$ cat src/rtl/wb_slave_regfile.sv
// wb_slave_regfile: Wishbone slave with eight 8-bit registers in an 8-byte window at BASE.
//   R0..R5 read/write storage, R6 read-only count of ack'd accesses, R7 control
//   (bits[1:0] = wait states applied to later ack'd transfers).
//   A write to R7 opens a retry window of HOLDOFF cycles during which requests get rty.
// Ports:
//   clk, rst        clock, asynchronous active-high reset
//   adr, din, we    address / write data / write enable from master
//   cyc, stb        bus cycle and strobe; request = cyc & stb
//   dout            read data, valid only while ack is high for a read (else 8'h00)
//   ack, err, rty   registered one-cycle terminations, mutually exclusive
module wb_slave_regfile #(
  parameter logic [31:0] BASE    = 32'h0000_0000,
  parameter int unsigned HOLDOFF = 4
) (
  input  logic        clk,
  input  logic        rst,
  input  logic [31:0] adr,
  input  logic [7:0]  din,
  output logic [7:0]  dout,
  input  logic        cyc,
  input  logic        stb,
  input  logic        we,
  output logic        ack,
  output logic        err,
  output logic        rty
);

  localparam int unsigned HW = (HOLDOFF > 0) ? $clog2(HOLDOFF + 1) : 1;

  typedef enum logic [1:0] {IDLE, WAIT, RESP} state_t;

  state_t        state;
  logic [1:0]    wcnt;
  logic [2:0]    cap_sel;
  logic          cap_we;
  logic [7:0]    cap_din;
  logic [7:0]    regs [0:5];
  logic [7:0]    acc_cnt;
  logic [1:0]    wait_cfg;
  logic [HW-1:0] holdoff;

  logic       req_c;
  logic       bad_c;
  logic       commit_c;
  logic [2:0] csel_c;
  logic       cwe_c;
  logic [7:0] cdin_c;
  logic [7:0] rdata_c;

  assign req_c = cyc & stb;
  // Miss, or write to the read-only counter.
  assign bad_c = (adr[31:3] != BASE[31:3]) || (we && (adr[2:0] == 3'd6));

  // Commit point: zero-wait ack straight from IDLE, or last WAIT edge using captured request.
  always_comb begin
    commit_c = 1'b0;
    csel_c   = adr[2:0];
    cwe_c    = we;
    cdin_c   = din;
    if (state == IDLE) begin
      commit_c = req_c && (holdoff == '0) && !bad_c && (wait_cfg == 2'd0);
    end else if (state == WAIT) begin
      commit_c = req_c && (wcnt == 2'd0);
      csel_c   = cap_sel;
      cwe_c    = cap_we;
      cdin_c   = cap_din;
    end
  end

  // Read mux; R6 returns the pre-increment count.
  always_comb begin
    rdata_c = 8'h00;
    for (int i = 0; i < 6; i++) begin
      if (csel_c == 3'(i)) rdata_c = regs[i];
    end
    if (csel_c == 3'd6) rdata_c = acc_cnt;
    if (csel_c == 3'd7) rdata_c = {6'b0, wait_cfg};
  end

  // FSM, terminations, register file and holdoff timer.
  always_ff @(posedge clk or posedge rst) begin
    if (rst) begin
      state    <= IDLE;
      wcnt     <= 2'd0;
      cap_sel  <= 3'd0;
      cap_we   <= 1'b0;
      cap_din  <= 8'h00;
      acc_cnt  <= 8'h00;
      wait_cfg <= 2'd0;
      holdoff  <= '0;
      ack      <= 1'b0;
      err      <= 1'b0;
      rty      <= 1'b0;
      dout     <= 8'h00;
      for (int i = 0; i < 6; i++) regs[i] <= 8'h00;
    end else begin
      ack  <= 1'b0;
      err  <= 1'b0;
      rty  <= 1'b0;
      dout <= 8'h00;
      if (holdoff != '0) holdoff <= holdoff - HW'(1);

      case (state)
        IDLE: begin
          if (req_c) begin
            if (holdoff != '0) begin
              rty   <= 1'b1;
              state <= RESP;
            end else if (bad_c) begin
              err   <= 1'b1;
              state <= RESP;
            end else if (wait_cfg == 2'd0) begin
              state <= RESP;
            end else begin
              cap_sel <= adr[2:0];
              cap_we  <= we;
              cap_din <= din;
              wcnt    <= wait_cfg - 2'd1;
              state   <= WAIT;
            end
          end
        end
        WAIT: begin
          if (!req_c)              state <= IDLE;
          else if (wcnt == 2'd0)   state <= RESP;
          else                     wcnt  <= wcnt - 2'd1;
        end
        RESP:    state <= IDLE;
        default: state <= IDLE;
      endcase

      if (commit_c) begin
        ack     <= 1'b1;
        acc_cnt <= acc_cnt + 8'd1;
        if (!cwe_c) begin
          dout <= rdata_c;
        end else if (csel_c == 3'd7) begin
          wait_cfg <= cdin_c[1:0];
          holdoff  <= HW'(HOLDOFF);  // overrides the decrement above
        end else begin
          for (int i = 0; i < 6; i++) begin
            if (csel_c == 3'(i)) regs[i] <= cdin_c;
          end
        end
      end
    end
  end

endmodule

$ cat config.mk
export PLATFORM = sky130hd
export DESIGN_NAME = wb_slave_regfile
export DESIGN_NICKNAME = d
export VERILOG_FILES = /design/src/rtl/wb_slave_regfile.sv
export SDC_FILE = /design/constraint.sdc
export NUM_CORES = 1
export LEC_CHECK = 0
export CORE_MARGIN = 8
export CORE_UTILIZATION = 30
export CTS_CLUSTER_DIAMETER = 200
export DETAILED_ROUTE_END_ITERATION = 12
export DONT_BUFFER_PORTS = 1
export GPL_TIMING_DRIVEN = 0
export PLACE_DENSITY = 0.47
export REMOVE_ABC_BUFFERS = 1
export SLEW_MARGIN = 0
export SYNTH_ARGS = -nofsm -noshare
export SYNTH_HDL_FRONTEND = slang
export SYNTH_SLANG_ARGS = --single-unit
export TNS_END_PERCENT = 30
$ cat constraint.sdc
create_clock -name clk -period 5.3 [get_ports clk]
set_clock_uncertainty 0.15 [all_clocks]
set_input_delay 0.795 -clock clk [delete_from_list [all_inputs] [get_ports clk]]
set_output_delay 0.795 -clock clk [all_outputs]
set_load 0.01 [all_outputs]
==> results.py <==
metrics = {
    "status": {
        "status": "completed",
    },
    "worst_setup_path": {
        "end_kind": "flop",
        "crit_fanout": 22,
        "crit_required_ns": 5.38,
        "cp-start-kind": "flop",
        "cp.arrival_ns": 3.81,
        "worstSetupPathType": "flop to flop",
        "r2r_cells": 5,
        "reg2reg_setup_slack_ns": 1.57,
        "r2r-end": "regs[11]$_DFFE_PP0P_",
        "rr_startpoint": "state[1]$_DFFE_PP0P_",
    },
    "floorplan": {
        "die_y_um": 138,
        "die_w_um": 138,
        "dieArea_mm2": 0.0192,
        "core_mm2": 0.0146,
        "num_rows": 44,
        "start_util": 0.308,
        "io_pins": 56,
    },
    "route": {
        "final_antenna_net_count": 0,
        "drt_first_iter_violations": 112,
        "routed_via_density": 5.10,
        "vias": 2900,
        "drc": 0,
        "wl_per_cell_um": 18.9,
        "first_pass_iters": 4,
        "wirelength_mm": 10.7,
    },
    "global_routing": {
        "grt_pass1_vias": 3109,
        "grt_usage": 0.116,
        "antenna_found_initial": 0,
        "grt_max_degree": 49,
        "overflow": 0,
        "grt_pass1_wl_mm": 17.6,
    },
    "sta": {
        "tightest_slew_ns": 1.32,
        "hold_viol_final": 0,
        "finalCriticalPeriod_ns": 3.73,
        "clock.fmax_mhz": 268,
        "max_slew_margin": 0.0924,
        "slew_violations": 0,
        "finalCritPeriodShare": 0.703,
        "setup_tns_ns": 0,
        "setup_viol": 0,
        "rsz0062_at_grt": "no",
    },
    "logic_synthesis": {
        "ys_seq_elements": 88,
        "ys_async_sr_fraction": 1.00,
        "synth_flop_cell": "dfrtp_1",
        "synth_warnings": 0,
        "synthCells": 386,
        "syn_area_per_cell_um2": 11.6,
        "synth_edf_count": 0,
        "ys_types": 56,
        "synthesis.area_mm2": 0.00449,
        "seq_area_frac_synth": 0.490,
    },
    "layout": {
        "syn2layout_area_growth_pct": 10.1,
        "antenna_cells": 0,
        "layout-drive-gt1-share": 0.236,
        "finish.net_count": 428,
        "fill_cells": 1419,
    },
    "clock_network": {
        "clk_latency_ns": 0.35,
        "cts_setup_buffers": 0,
        "hold_buffers": 0,
        "ctsResizeCount": 0,
        "clk_pin_slew_worst_paths_ns": 0.06,
        "cts_sinks": 88,
        "cts_tree": "yes",
        "cts_buffers": 9,
        "root_buffer": "clkbuf_16",
        "htree_num_levels": 3,
        "cts.path.max_buffers": 2,
    },
    "placed_design": {
        "port_buffers": 0,
        "post-dp-hpwl_mm": 7.59,
        "gp_congestion": 0.752,
    },
    "power": {
        "p_leak_nw": 2.40,
        "finalPower_w": 0.00142,
        "vdd_drop_max_uv": 150,
        "p_per_area_mw_per_mm2": 288,
    },
    "min_path": {
        "worstHoldPathType": "input port to asynchronous set/reset pin",
    },
    "run": {
        "maxCapViolations": 0,
    },
}
[per-stage QoR]
stage / util / hold slack (ns) / std cells / cell area (um^2) / setup WS, ns
floorplan: - / 0.292 / 368 / 4380 / 2.08
CTS: 0.339 / 0.243 / 569 / 4950 / 1.53
global route: 0.339 / 0.264 / 569 / 4950 / 1.29
detailed placement: 0.318 / 0.316 / 553 / 4640 / 1.58
global placement: 0.316 / 0.315 / 552 / 4610 / 0.922
finish: 0.339 / 0.226 / 569 / 4950 / 1.57
[worst max-delay path: stages, from the launching register on]
cell	delay (ns)
dfrtp_1	0.47
nand2b_4	0.37
mux2i_1	0.85
nor2b_1	0.98
nand3_2	0.39
mux2_2	0.38
[power breakdown]
part / switching [W] / internal, W / total [W]
combinational: 0.0000528 / 0.0000252 / 0.0000780
sequential: 0.00000677 / 0.000680 / 0.000687
clock: 0.000267 / 0.000392 / 0.000659
total: 0.000326 / 0.00110 / 0.00142
[cell type report]
cell class,instances,area [um^2],share of cell area
clock inverters,4,51.3,0.0104
inverters,6,25.0,0.00506
multi-input cells,274,2150,0.435
well taps,184,230,0.0465
clock buffers,12,256,0.0519
repair buffers,1,27.5,0.00557
flip-flops and latches,88,2200,0.445
[cells in the mapped netlist, drive strengths merged (2+ instances only)]
library cell,number,share of area
nor2,26,0.022
mux2,63,0.17
nand3,9,0.016
nand4,9,0.017
a21oi,19,0.021
dfrtp,88,0.49
o211a,2,0.0045
mux2i,12,0.030
nor4,7,0.0097
xor2,2,0.0039
nor3,5,0.0067
o21ai,10,0.011
buf,13,0.022
and3,2,0.0039
o311a,6,0.013
inv,6,0.0050
nand2b,3,0.0058
nand2,50,0.042
nor2b,6,0.0084
nor3b,2,0.0033
or2,4,0.0056
a31oi,2,0.0042
xnor2,6,0.012
and4bb,2,0.0056
ha,3,0.0084
a31o,2,0.0039
and2,3,0.0042
a221oi,9,0.027
clkbuf,5,0.0042
[sequential cells by signal, summed over array words and instances, names as in the netlist]
signal	cells
cap_din	8
cap_we	1
wait_cfg	2
regs	48
ack	1
err	1
acc_cnt	8
state	2
wcnt	2
holdoff	3
rty	1
cap_sel	3
dout	8
[routing by layer]
metal  share of wire  wire, um  up-vias  global-route usage
met2            0.49      5290       50               0.189
met3           0.052       554       14              0.0455
met1            0.43      4650     1459               0.135
met5               0         0        -                   0
met4           0.024       253        0              0.0412
li1                -         -     1377                   -
[layout by cell type (no fill, tap or decap), drive strengths merged, types with 7 or more instances in the layout]
cell type  count
nand3          9
a221oi         9
mux2          63
dfrtp         88
a21oi         19
inv            7
o21ai         10
nand2         50
nand4          9
nor4           7
mux2i         12
clkbuf        12
nor2          26
[how the worst max path moves through the flow]
stage                               startpoint                      to  slack, ns  cells after the start
after floorplan                            rst  acc_cnt[0]$_DFFE_PP0P_       2.08                      1
after global placement                     rst       dout[1]$_DFF_PP0_       0.92                      1
after detailed placement  state[0]$_DFFE_PP0P_    regs[11]$_DFFE_PP0P_       1.58                      5
after CTS                 state[1]$_DFFE_PP0P_    regs[11]$_DFFE_PP0P_       1.53                      5
after global routing      state[0]$_DFFE_PP0P_    regs[11]$_DFFE_PP0P_       1.29                      5
final                     state[1]$_DFFE_PP0P_    regs[11]$_DFFE_PP0P_       1.57                      5
[logic make-up (layout without fill, tap and decap cells)]
logic type	after synthesis	count (layout)	share of synthesized area
buf+inv	24	23	0.0309
flops	88	88	0.490
mux	75	75	0.201
compound gates	56	56	0.0961
simple gates	132	132	0.158
fa+ha+maj	3	3	0.00835
xor+xnor	8	8	0.0156
No activity file was read; power rests on OpenSTA's default activity.
